### src/rtl/arbitro_ram_caracteres.sv
// ---------------------------------------------------------------------------
// arbitro_ram_caracteres
//   Shares the single-port character RAM (on-screen time/date/timer text)
//   between the VGA text renderer (reader) and the RTC update logic
//   (writer). RTC writes are queued in a small FIFO and drained in free RAM
//   cycles. Reads win during active video; queued writes win during blanking.
//
// Ports
//   clk, reset          system clock, asynchronous active-low reset
//   video_on            active-video flag (selects the priority)
//   rd_req/rd_addr      renderer read request (one cycle per read)
//   rd_data/rd_valid    read result, 3 cycles after rd_req
//   wr_req/wr_addr/     RTC write request and payload
//   wr_data
//   wr_ack              pulse: write of the previous cycle was queued
//   wr_full/busy        FIFO full / FIFO not empty
//   overflow            sticky: a write was dropped because the FIFO was full
//   ram_en/ram_we/      registered RAM port
//   ram_addr/ram_din
//   ram_dout            RAM read data, one-cycle latency
// ---------------------------------------------------------------------------
module arbitro_ram_caracteres #(
    parameter int ADDR_W     = 6,
    parameter int DATA_W     = 8,
    parameter int FIFO_DEPTH = 4
) (
    input  logic              clk,
    input  logic              reset,
    input  logic              video_on,
    input  logic              rd_req,
    input  logic [ADDR_W-1:0] rd_addr,
    output logic [DATA_W-1:0] rd_data,
    output logic              rd_valid,
    input  logic              wr_req,
    input  logic [ADDR_W-1:0] wr_addr,
    input  logic [DATA_W-1:0] wr_data,
    output logic              wr_ack,
    output logic              wr_full,
    output logic              busy,
    output logic              overflow,
    output logic              ram_en,
    output logic              ram_we,
    output logic [ADDR_W-1:0] ram_addr,
    output logic [DATA_W-1:0] ram_din,
    input  logic [DATA_W-1:0] ram_dout
);

    localparam int PTR_W  = $clog2(FIFO_DEPTH);
    localparam int CNT_W  = PTR_W + 1;
    localparam int STAGES = 2;

    typedef struct packed {
        logic [ADDR_W-1:0] addr;
        logic [DATA_W-1:0] data;
    } wr_ent_t;

    wr_ent_t           r_fifo [FIFO_DEPTH];
    logic [PTR_W-1:0]  r_wptr;
    logic [PTR_W-1:0]  r_rptr;
    logic [CNT_W-1:0]  r_count;
    logic [STAGES:0]   r_vld_pipe;

    logic    w_full;
    logic    w_empty;
    logic    w_push;
    logic    w_rd_grant;
    logic    w_wr_grant;
    wr_ent_t w_head;

    // Full/empty come from the registered count, so a same-cycle pop never
    // frees a slot for a push, and a same-cycle push is never visible to
    // the arbiter (no bypass).
    assign w_full  = (r_count == CNT_W'(FIFO_DEPTH));
    assign w_empty = (r_count == '0);
    assign w_push  = wr_req & ~w_full;
    assign w_head  = r_fifo[r_rptr];

    assign wr_full  = w_full;
    assign busy     = ~w_empty;
    assign rd_valid = r_vld_pipe[STAGES];

    always_comb begin
        w_rd_grant = 1'b0;
        w_wr_grant = 1'b0;
        if (video_on) begin
            w_rd_grant = rd_req;
            w_wr_grant = ~rd_req & ~w_empty;
        end else begin
            // Blanking: a losing read is simply dropped, never retried.
            w_wr_grant = ~w_empty;
            w_rd_grant = rd_req & w_empty;
        end
    end

    // FIFO storage needs no reset: only entries covered by r_count are read.
    always_ff @(posedge clk) begin
        if (w_push)
            r_fifo[r_wptr] <= '{addr: wr_addr, data: wr_data};
    end

    always_ff @(posedge clk or negedge reset) begin
        if (!reset) begin
            r_wptr   <= '0;
            r_rptr   <= '0;
            r_count  <= '0;
            wr_ack   <= 1'b0;
            overflow <= 1'b0;
        end else begin
            if (w_push)
                r_wptr <= r_wptr + PTR_W'(1);
            if (w_wr_grant)
                r_rptr <= r_rptr + PTR_W'(1);
            r_count  <= r_count + CNT_W'(w_push) - CNT_W'(w_wr_grant);
            wr_ack   <= w_push;
            overflow <= overflow | (wr_req & w_full);
        end
    end

    // RAM port: on idle cycles only the strobes drop; address and write
    // data keep their last values.
    always_ff @(posedge clk or negedge reset) begin
        if (!reset) begin
            ram_en   <= 1'b0;
            ram_we   <= 1'b0;
            ram_addr <= '0;
            ram_din  <= '0;
        end else if (w_rd_grant) begin
            ram_en   <= 1'b1;
            ram_we   <= 1'b0;
            ram_addr <= rd_addr;
        end else if (w_wr_grant) begin
            ram_en   <= 1'b1;
            ram_we   <= 1'b1;
            ram_addr <= w_head.addr;
            ram_din  <= w_head.data;
        end else begin
            ram_en   <= 1'b0;
            ram_we   <= 1'b0;
        end
    end

    // Read pipeline: [0] RAM port driven, [1] ram_dout valid, [2] rd_valid.
    always_ff @(posedge clk or negedge reset) begin
        if (!reset) begin
            r_vld_pipe <= '0;
            rd_data    <= '0;
        end else begin
            r_vld_pipe <= {r_vld_pipe[STAGES-1:0], w_rd_grant};
            if (r_vld_pipe[STAGES-1])
                rd_data <= ram_dout;
        end
    end

endmodule
### config.mk
export PLATFORM = sky130hd
export DESIGN_NAME = arbitro_ram_caracteres
export DESIGN_NICKNAME = d
export VERILOG_FILES = /design/src/rtl/arbitro_ram_caracteres.sv
export SDC_FILE = /design/constraint.sdc
export NUM_CORES = 1
export LEC_CHECK = 0
export ABC_AREA = 1
export CAP_MARGIN = 20
export CORE_ASPECT_RATIO = 1.25
export CORE_MARGIN = 2
export CORE_UTILIZATION = 50
export DETAILED_ROUTE_END_ITERATION = 6
export DONT_BUFFER_PORTS = 1
export GPL_ROUTABILITY_DRIVEN = 0
export GPL_TIMING_DRIVEN = 0
export MAX_ROUTING_LAYER = met4
export SKIP_LAST_GASP = 1
export SYNTH_ARGS = -nofsm -noshare
export SYNTH_HDL_FRONTEND = slang
export SYNTH_SLANG_ARGS = --single-unit
### constraint.sdc
create_clock -name clk -period 2.8 [get_ports clk]
set_clock_uncertainty 0.15 [all_clocks]
set_input_delay 0.42 -clock clk [delete_from_list [all_inputs] [get_ports clk]]
set_output_delay 0.42 -clock clk [all_outputs]
set_load 0.02 [all_outputs]
Word-level counts from Yosys, hierarchy flattened
Memories as Yosys holds them, arrays and structs flattened.
Index checks and enable logic that the tools add are counted.
Widths: inputs -> output; s select.
{"block": "op_classes", "addsub": 4, "n_eq_ne": 1, "mux": 9, "n_bitwise": 9, "reduce_logical": 3}
{"cell": "$mux 6", "n": 2}
{"cell": "$mux 1", "n": 7}
{"cell": "$add 2x1->2 const B", "n": 2}
{"cell": "$and 1x1->1", "n": 4}
{"cell": "$not 1->1", "n": 4}
{"cell": "$add 3x1->3", "n": 1}
{"cell": "$eq 3x3->1 const B", "n": 1}
{"cell": "$logic_not 3->1", "n": 1}
{"cell": "$sub 3x1->3", "n": 1}
{"cell": "$reduce_and 2->1", "n": 1}
{"cell": "$reduce_bool 2->1", "n": 1}
{"cell": "$or 1x1->1", "n": 1}
{"block": "totals", "register_bits": 36, "mem_bits_rw": 56, "input_bits": 33, "output_inout_bits": 29, "elab_cells": 38, "memories": 1}
{"name": "r_fifo", "words": 4, "word_bits": 14, "read_ports": 1, "rd_ports_with_merged_regs": 0, "wr": 1, "line_no": "57", "rtl": "wr_ent_t r_fifo [FIFO_DEPTH];"}

Logic depth before layout (Yosys ltp)
{"block": "logic_depth", "ltp_word": 6, "mapped_depth": 10, "ltp_nobuf": 9}

Least setup slack after synthesis
Ideal clock, no wire load.
{"block": "synth_timing", "kind": "register to register", "from": "reg r_count[1]", "to": "reg r_count[2]", "setup_time_ps": 129, "arrival_ps": 1937, "t_required_ps": 2521, "slack_ps": 585, "stages_incl_launch_ff": 11, "path_buffers": 1, "period_less_slack_ps": 2215, "path_cell_list": "dfrtp_1 nor2_4 nand2_4 nand2_8 inv_6 buf_8 ha_1 inv_1 ha_1 fa_1 xor2_1"}
{"block": "synth_between", "elab_chain_len": 5, "elab_cells_between_ends": 9, "classes_between": "add/sub: 2; eq/ne: 1; mux: 1; bitwise: 4; reduce/logical: 1"}
{"element": "from (decl)", "line_no": "60", "rtl": "logic [CNT_W-1:0] r_count;"}
{"element": "from (signal assigned)", "line_no": "113", "rtl": "r_count <= r_count + CNT_W'(w_push) - CNT_W'(w_wr_grant);"}
{"element": "$logic_not 3->1 (*)", "line_no": "74", "rtl": "assign w_empty = (r_count == '0);"}
{"element": "$not 1->1 (*)"}
{"element": "via busy", "line_no": "39", "rtl": "output logic busy,"}
{"element": "$and 1x1->1", "line_no": "87", "rtl": "w_wr_grant = ~rd_req & ~w_empty;"}
{"element": "$mux 1 (*)", "line_no": "85", "rtl": "if (video_on) begin"}
{"element": "via w_wr_grant", "line_no": "67", "rtl": "logic w_wr_grant;"}
{"element": "$sub 3x1->3 (*)", "line_no": "113"}
Mark *: on every way through the listed nets, which the timed path passes. The rest lies on a longest branch.
A chain may end at the register's enable or synchronous reset.

Worst setup path in the final report
Same ends and word-level chain as after synthesis.

==> impl_metrics.ini <==
[placement]
port_buffers = 0
dp.cells = 455
hpwl_mm = 4.62

[floorplanning]
rows = 35
num_io_pins = 62
die_x_microns = 82.7
initial_core_util_pct = 52.0
die_area_sq_um = 8470
core_sq_um = 7440
die_h_microns = 102

[timing]
worst_slew_pin_slew_ns = 0.877
finalSetupViolations = 0
relSlewSlack_pct = 41.5
rsz0062_at_grt = no
fin_setup_tns_ns = 0
hold_viol = 0
layout_min_cycle_time_ns = 2.37
fin_hold_ws_ns = 0.0441
max_clock_freq_mhz = 422
slew_viol_final = 0
post-route-period-util_pct = 84.6

[synth]
syn_avg_cell_area_sq_um = 10.7
synth_cells = 361
yosysSeqAreaShare_pct = 66.7
yosysWarnings = 0
ys_seq_elements = 92
yosysUniqueCellTypes = 24
netlist_top_cells_area = edfxtp_1 43%, dfrtp_1 23%, nand2_1 11%, inv_1 5.1%, nor2_1 3.5%
yosysTopAreaCellShare_pct = 43.4
synth_area_sq_um = 3870
yosys.area.top_type = edfxtp_1
synthesis.nets = 401

[clock_network]
cts_tree = done
postCtsSetupRepairBufs = 0
cts_buffers = 9
htree_num_levels = 3
cts-resized-gates = 0
hold_buffers = 14
clockBufferDepth = 2
clk_pin_slew_worst_paths_ns = 0.09
insertion_delay_ns = 0.35
clock-sinks = 92
cts.root.buffer_cell = clkbuf_8

[drt]
finalWirelength_mm = 6.93
drt_iter0_markers = 136
drc = 0
via_count = 2287
vias_per_cell = 4.66
firstDrtPassIters = 5
drtAntennaViolNets = 0
wl_per_cell_microns = 14.1

[setup_path]
cp_common_cell = ha_1
cpLargestDelayFamily = adder cells
cp.required_ns = 2.89
crit_buf_inv = 3
critPathMaxStageDelay_ns = 0.44
startpoint_type = flip-flop
end_kind = flip-flop
worstPathCellList = nor2_4, nand2_4, nand2_8, inv_6, buf_8, ha_1, inv_1, ha_1, fa_1, xor2_1
arrival_ns = 2.46
cp_max_fo = 10
critPathSlowestCell = dfrtp_1
critical_path_class = flip-flop to flip-flop

[global_route]
grt_max_degree = 37
use_met2_pct = 28.2
grt_use_met3_pct = 5.65
grt_pass1_vias = 2256
grt_pass1_wl_mm = 11.0
met1_usage_pct = 23.2
busiest_layer = met2
grt_usage_pct = 18.7
antenna_found_initial = 0
grt-ovfl-total = 0

[final_layout]
antenna_cells = 0
layout-drive-gt1-share_pct = 12.5
syn2layout_area_growth_pct = 14.1
final_cells = 491
nets = 434
final_util_pct = 59.3

[power]
cellPowerDensity_nw_per_um2 = 1040
finalPower_w = 0.00458
leakagePower_nw = 2.01
ir_drop_v = 0.000509

[worst_hold_path]
hp-class = primary input to flip-flop

[job]
drv_cap = 0

[status]
status = finished clean
## stage by stage
stage               setup slack (ns)  cell area (sq um)
finish                         0.430               4420
global route                   0.351               4420
CTS                            0.411               4360
detailed placement             0.427               4010
global placement               0.390               3990
floorplan                      0.585               3870
## flip-flops by register name (all words and copies together), names as in the netlist
name and flops:
r_rptr 2, ram_din 8, r_count 3, r_fifo 56, overflow 1, r_wptr 2, wr_ack 1, r_vld_pipe 3
ram_en 1, ram_we 1, rd_data 8, ram_addr 6
## worst register-to-register path: stages, from the launching register on
cell     delay (ns)
dfrtp_1        0.44
nor2_4         0.19
nand2_4        0.12
nand2_8        0.12
inv_6          0.06
buf_8          0.14
ha_1           0.27
inv_1          0.04
ha_1           0.18
fa_1           0.38
xor2_1         0.17
## layer usage
layer	wire length [microns]	part of all wire, %
met1	3140	45
met2	3210	46
met3	441	6.4
met4	141	2.0
met5	0	0
## layout by cell type, fill, tap and decap left out, drive strengths merged
cell type	instances
a31o	1
buf	15
bufinv	1
clkbuf	11
clkinvlp	3
dfrtp	36
dlygate4sd3	19
edfxtp	56
fa	1
ha	6
inv	58
mux2	8
nand2	115
nand3	26
nor2	37
o21ai	2
xnor2	1
xor2	3
## cell type report
| class | count | area (sq um) |
|---|---|---|
| clock inverters | 5 | 61.3 |
| well taps | 92 | 115 |
| plain buffers | 12 | 87.6 |
| flip-flops and latches | 92 | 2580 |
| clock buffers | 11 | 131 |
| inverters | 57 | 219 |
| fillers | 642 | 3030 |
| multi-input cells | 200 | 987 |
| repair buffers | 22 | 233 |
## cells by family (layout without fill, tap and decap cells)
family,count (synthesis),in the layout,share of synthesized area (%)
AND/OR/NAND/NOR,178,178,19.1
flip-flops,92,92,66.7
adder cells (fa/ha/maj),7,7,2.46
XOR/XNOR,4,4,0.905
AO/OA/AOI/OAI,3,3,0.582
multiplexers,8,8,2.33
buffers and inverters,69,107,7.92
## synth_stat cells
| master | number |
|---|---|
| mux2_2 | 8 |
| ha_1 | 6 |
| nand2_8 | 1 |
| o21ai_2 | 1 |
| edfxtp_1 | 56 |
| buf_2 | 4 |
| xnor2_1 | 1 |
| buf_8 | 1 |
| o21ai_0 | 1 |
| a31o_2 | 1 |
| nand3_2 | 1 |
| inv_6 | 1 |
| fa_1 | 1 |
| inv_2 | 3 |
| buf_4 | 7 |
| nand2_1 | 112 |
| dfrtp_1 | 36 |
| xor2_1 | 3 |
| nor2_1 | 36 |
| nand2_4 | 1 |
| inv_1 | 53 |
| nand3_1 | 25 |
| nand2_2 | 1 |
| nor2_4 | 1 |
## where the power goes
group / internal, W / leakage, nW / switching, W / total, W
logic: 0.000532 / 0.992 / 0.000930 / 0.00146
registers: 0.00185 / 0.937 / 0.000398 / 0.00225
clock network: 0.000416 / 0.0862 / 0.000451 / 0.000868
total: 0.00280 / 2.01 / 0.00178 / 0.00458
## path summary, 6_finish.rpt
| kind | slack [ns] | startpoint | endpoint | depth (start not counted) |
|---|---|---|---|---|
| setup / recovery | 0.43 | r_count[1] | r_count[2] | 10 |
| hold / removal | 0.04 | rd_addr[2] | ram_addr[2] | 2 |
| setup reg to reg | 0.43 | r_count[1] | r_count[2] | 10 |
| hold reg to reg | 0.21 | r_vld_pipe[0] | r_vld_pipe[1] | 0 |
| max in group asynchronous | 1.94 | reset | ram_addr[3] | 2 |
| min in group asynchronous | 0.39 | reset | rd_data[6] | 2 |
Power figures use the tool's default switching activity.
==> variant 1: new RTL, same flow settings <==
Reset style: synchronous (`reset`), changed in 3 clocked blocks. Comments in the files are not updated.
--- a/src/rtl/arbitro_ram_caracteres.sv
+++ b/src/rtl/arbitro_ram_caracteres.sv
@@ -99,5 +99,5 @@
     end
 
-    always_ff @(posedge clk or negedge reset) begin
+    always_ff @(posedge clk) begin
         if (!reset) begin
             r_wptr   <= '0;
@@ -119,5 +119,5 @@
     // RAM port: on idle cycles only the strobes drop; address and write
     // data keep their last values.
-    always_ff @(posedge clk or negedge reset) begin
+    always_ff @(posedge clk) begin
         if (!reset) begin
             ram_en   <= 1'b0;
@@ -141,5 +141,5 @@
 
     // Read pipeline: [0] RAM port driven, [1] ram_dout valid, [2] rd_valid.
-    always_ff @(posedge clk or negedge reset) begin
+    always_ff @(posedge clk) begin
         if (!reset) begin
             r_vld_pipe <= '0;
Function: differs if reset is asserted again (counterexample within 4 cycles, from zero or initial values and one cycle with reset low); with reset held inactive, the same outputs for 10 cycles.
==> variant 1 against the unedited design <==
- via count grew 6.6%
- core utilization shrank 0.079 points
- routed wire length grew 7.7%
- maximum frequency grew 9.8%
- design area shrank 5.3%
- worst setup slack gained 0.21 ns
- sequential cell count grew 2
- power shrank 13%
- sequential share of layout area shrank 0.097 points
- combinational power shrank 23%
- area after synthesis shrank 5.0%
==> variant 1: results (changes against the unedited design) <==
{
  "largest_net_degree_at_the_start_of_global_routing": {"value": 17, "change": "was 37"},
  "routed_wl": {"value": 7.46, "unit": "mm", "change": "was 6.93 mm"},
  "first_iter_violations": {"value": 141, "change": "was 136"},
  "hpwl": {"value": 4.97, "unit": "mm", "change": "was 4.62 mm"},
  "dp.cells": {"value": 451, "change": "was 455"},
  "async_reset_ff_share": {"value": 0, "unit": "%", "change": "was 39.1%"},
  "synth_top_cells_by_count": {"value": "nor2_1, nand2_1, edfxtp_1", "change": "was nand2_1, edfxtp_1, inv_1"},
  "min_delay_path_depth": {"value": 2, "change": "unchanged"},
  "postSynthNetCount": {"value": 397, "change": "was 401"},
  "startpoint_of_the_lowest_slack_register_to_register_path": {"value": "r_count[1]", "change": "unchanged"},
  "internal-power": {"value": 2.47, "unit": "mW", "change": "was 2.80 mW"},
  "timing.slew.headroom": {"value": 45.1, "unit": "%", "change": "was 41.5%"},
  "vias_per_cell": {"value": 5.02, "change": "was 4.66"},
  "run_status": {"value": "completed", "change": "unchanged"},
  "cp_data_arrival_time": {"value": 2.25, "unit": "ns", "change": "was 2.46 ns"},
  "reg2reg_depth": {"value": 11, "change": "was 10"},
  "first_global_vias": {"value": 2469, "change": "was 2256"},
  "cpPeakStageDelay": {"value": 0.37, "unit": "ns", "change": "was 0.44 ns"},
  "synthDistinctLibCells": {"value": 22, "change": "was 24"},
  "global_route.usage.met1": {"value": 23.8, "unit": "%", "change": "was 23.2%"},
  "critPathSlowestCell": {"value": "dfxtp_1", "change": "was dfrtp_1"},
  "dpl-instance-area": {"value": 3820, "unit": "um^2", "change": "was 4010 um^2"},
  "synth-seq-area-share": {"value": 66.4, "unit": "%", "change": "was 66.7%"},
  "global_route_wire_length_before_repair": {"value": 11.9, "unit": "mm", "change": "was 11.0 mm"},
  "route.met2.wl": {"value": 3.69, "unit": "mm", "change": "was 3.21 mm"},
  "m1WireLength": {"value": 3.20, "unit": "mm", "change": "was 3.14 mm"},
  "leakagePower": {"value": 1.71, "unit": "nW", "change": "was 2.01 nW"},
  "dr_wl_met3": {"value": 474, "unit": "um", "change": "was 441 um"},
  "fin_cells": {"value": 486, "change": "was 491"},
  "r2r_end": {"value": "r_count[2]", "change": "unchanged"},
  "grt.total_usage": {"value": 20.5, "unit": "%", "change": "was 18.7%"},
  "timing.hold.worst_endpoint": {"value": "r_wptr[1]", "change": "was ram_addr[2]"},
  "groute.layer.met2.usage": {"value": 34.6, "unit": "%", "change": "was 28.2%"},
  "cts-hold-fix-buffers": {"value": 15, "change": "was 14"},
  "hold_start": {"value": "reset", "change": "was rd_addr[2]"},
  "nets": {"value": 430, "change": "was 434"},
  "leading_post_synthesis_cells_by_cell_area": {"value": "edfxtp_1, dfxtp_1, nor2_1, nand2_1, nand3_1", "change": "was edfxtp_1, dfrtp_1, nand2_1, inv_1, nor2_1"},
  "placement.setup.worst_slack": {"value": 0.512, "unit": "ns", "change": "was 0.427 ns"},
  "syn_area_per_cell": {"value": 10.3, "unit": "um^2", "change": "was 10.7 um^2"},
  "n_fill_cell": {"value": 635, "change": "was 642"}
}
-- variant 1: how the worst max path moves through the flow --
stage	start	end	slack, ns
floorplan	rd_req	r_count[2]	0.73
global placement	r_count[1]	r_fifo[0][7]	0.36
detailed placement	rd_req	r_count[2]	0.51
CTS	r_count[1]	r_count[2]	0.61
global route	r_count[1]	r_count[2]	0.50
finish	r_count[1]	r_count[2]	0.64
-- variant 1: worst max-delay path, delay by kind of cell, from the launching register on --
kind                       cells  cell delay (ns)
buffers and inverters          2             0.21
adders and majority gates      2             0.57
xor gates and xnor gates       1             0.16
DFF                            1             0.37
and+or+nand+nor                6             0.58
-- variant 1: layout make-up --
type	count	area [um^2]	share of cell area [%]
inverters	27	101	2.42
clock buffers	10	128	3.05
repair buffers	22	216	5.17
multi-input cells	223	1030	24.7
plain buffers	14	104	2.48
clock inverters	6	47.5	1.14
flip-flops and latches	94	2440	58.4
well taps	90	113	2.69
-- variant 1: cell families after synthesis --
| family | synth area share, % |
|---|---|
| buffers and inverters | 5.58 |
| XOR/XNOR | 0.715 |
| AND/OR/NAND/NOR | 19.3 |
| adder cells (fa/ha/maj) | 2.25 |
| AO/OA/AOI/OAI | 5.72 |
| flip-flops | 66.4 |
-- variant 1: stage by stage --
step           hold slack (ns)  util, %
6_report                0.0461     59.2
5_1_grt                 0.0459     59.2
4_1_cts               0.000101     58.7
3_5_place_dp             0.250     54.1
3_3_place_gp             0.245     53.7
2_1_floorplan            0.240        -
-- variant 1: power groups by stage --
stage          Combinational (mW)  Sequential (mW)  Clock (mW)
2_1_floorplan               0.848             2.03           0
3_3_place_gp                 1.09             2.06           0
3_5_place_dp                 1.12             2.07           0
4_1_cts                      1.15             2.03       0.818
5_1_grt                      1.31             2.06       0.879
6_report                     1.13             2.03       0.805
==> variant 2: new RTL, config.mk and constraints unchanged <==
Without the edit above. Set the localparam `STAGES` to 4 (it was 2).
--- a/src/rtl/arbitro_ram_caracteres.sv
+++ b/src/rtl/arbitro_ram_caracteres.sv
@@ -48,5 +48,5 @@
     localparam int PTR_W  = $clog2(FIFO_DEPTH);
     localparam int CNT_W  = PTR_W + 1;
-    localparam int STAGES = 2;
+    localparam int STAGES = 4;
 
     typedef struct packed {
Formal check against the unedited RTL: not equivalent (a bounded check fails within 4 cycles, from zero or initial values and one cycle with reset low).
==> variant 2 against the unedited design <==
- via count increased by 0.70%
- core utilization decreased by 0.81 points
- first-iteration DRC count decreased by 18%
- combinational power decreased by 4%
- count of clock-buffer cells in the layout decreased by 1
- area after synthesis decreased by 1.7%
- routed wire length increased by 1.6%
- worst setup slack improved by 0.038 ns
- power decreased by 0.84%
- design area decreased by 2.5%
- sequential cell count increased by 2
- sequential share of layout area increased by 2.7 points
==> variant 2: results (changes against the unedited design) <==
{
  "nets": {"value": 402, "change": "was 434"},
  "dpl-instance-area": {"value": 3950, "unit": "um^2", "change": "was 4010 um^2"},
  "layout.nonclk_buf_share": {"value": 6.54, "unit": "%", "change": "was 7.25%"},
  "multi_input_area_share": {"value": 21.9, "unit": "%", "change": "was 22.4%"},
  "layout.comb_gates.multi_input": {"value": 188, "change": "was 200"},
  "async_reset_ff_share": {"value": 40.4, "unit": "%", "change": "was 39.1%"},
  "dr_wl_met3": {"value": 329, "unit": "um", "change": "was 441 um"},
  "leakagePower": {"value": 1.87, "unit": "nW", "change": "was 2.01 nW"},
  "hold_slack": {"value": 0.0390, "unit": "ns", "change": "was 0.0441 ns"},
  "grt.total_usage": {"value": 19.3, "unit": "%", "change": "was 18.7%"},
  "routed_wl": {"value": 7.04, "unit": "mm", "change": "was 6.93 mm"},
  "global_route_wire_length_before_repair": {"value": 11.2, "unit": "mm", "change": "was 11.0 mm"},
  "routedWlPerCell": {"value": 15.3, "unit": "um", "change": "was 14.1 um"},
  "cts-hold-fix-buffers": {"value": 16, "change": "was 14"},
  "largest_net_degree_at_the_start_of_global_routing": {"value": 39, "change": "was 37"},
  "synth-seq-area-share": {"value": 69.2, "unit": "%", "change": "was 66.7%"},
  "clock-sinks": {"value": 94, "change": "was 92"},
  "layout.clock.cell_area_share": {"value": 4.39, "unit": "%", "change": "was 4.36%"},
  "layout.non_clock_inverters": {"value": 38, "change": "was 57"},
  "cp_data_arrival_time": {"value": 2.43, "unit": "ns", "change": "was 2.46 ns"},
  "instance_count_of_the_mapped_netlist": {"value": 333, "change": "was 361"},
  "final.signal_buffer_count": {"value": 31, "change": "was 34"},
  "groute.layer.met2.usage": {"value": 31.4, "unit": "%", "change": "was 28.2%"},
  "m1WireLength": {"value": 3.09, "unit": "mm", "change": "was 3.14 mm"},
  "total_of_clock_buffers_placed_in_the_layout": {"value": 10, "change": "was 11"},
  "run_status": {"value": "completed", "change": "unchanged"},
  "vias_per_cell": {"value": 5.02, "change": "was 4.66"},
  "synth_top_cells_by_count": {"value": "nand2_1, edfxtp_1, dfrtp_1, nor2_1, inv_1", "change": "was nand2_1, edfxtp_1, inv_1"},
  "drtPass1Iterations": {"value": 4, "change": "was 5"},
  "drive_gt1_share": {"value": 13.6, "unit": "%", "change": "was 12.5%"},
  "hpwl": {"value": 4.69, "unit": "mm", "change": "was 4.62 mm"},
  "postSynthNetCount": {"value": 373, "change": "was 401"},
  "route.met2.wl": {"value": 3.48, "unit": "mm", "change": "was 3.21 mm"},
  "grt_util_met3": {"value": 3.48, "unit": "%", "change": "was 5.65%"},
  "finalCriticalPeriod": {"value": 2.33, "unit": "ns", "change": "was 2.37 ns"},
  "dp.cells": {"value": 427, "change": "was 455"},
  "timing.slew.headroom": {"value": 40.1, "unit": "%", "change": "was 41.5%"},
  "n_fill_cell": {"value": 638, "change": "was 642"},
  "timing.hold.worst_endpoint": {"value": "ram_addr[1]", "change": "was ram_addr[2]"},
  "peakVddDrop": {"value": 0.462, "unit": "mV", "change": "was 0.509 mV"}
}
variant 2: cell types whose count changed after synthesis, moves of 2 or more:
cell      change
dfrtp_1       +2
inv_1        -18
clkbuf_1      +2
nand2_1      -29
o21ai_1       +7
buf_6         +3
buf_4         -4
nor2_1        +2
o21ai_0      +10
variant 2: cell families (layout without fill, tap and decap cells):
| family | count (synthesis) | count (layout) | share of synthesized area (%) |
|---|---|---|---|
| buffers and inverters | 51 | 85 | 6.09 |
| and+or+nand+nor | 150 | 150 | 16.3 |
| xor gates and xnor gates | 3 | 3 | 0.691 |
| DFF | 94 | 94 | 69.2 |
| AOI/OAI and AO/OA | 20 | 20 | 2.83 |
| muxes | 8 | 8 | 2.37 |
| adders and majority gates | 7 | 7 | 2.50 |
variant 2: report_power, final:
part,internal (mW),leakage (nW),switching [mW]
clock network,0.362,0.0957,0.491
registers,1.88,0.962,0.399
logic,0.502,0.817,0.901
total,2.75,1.87,1.79
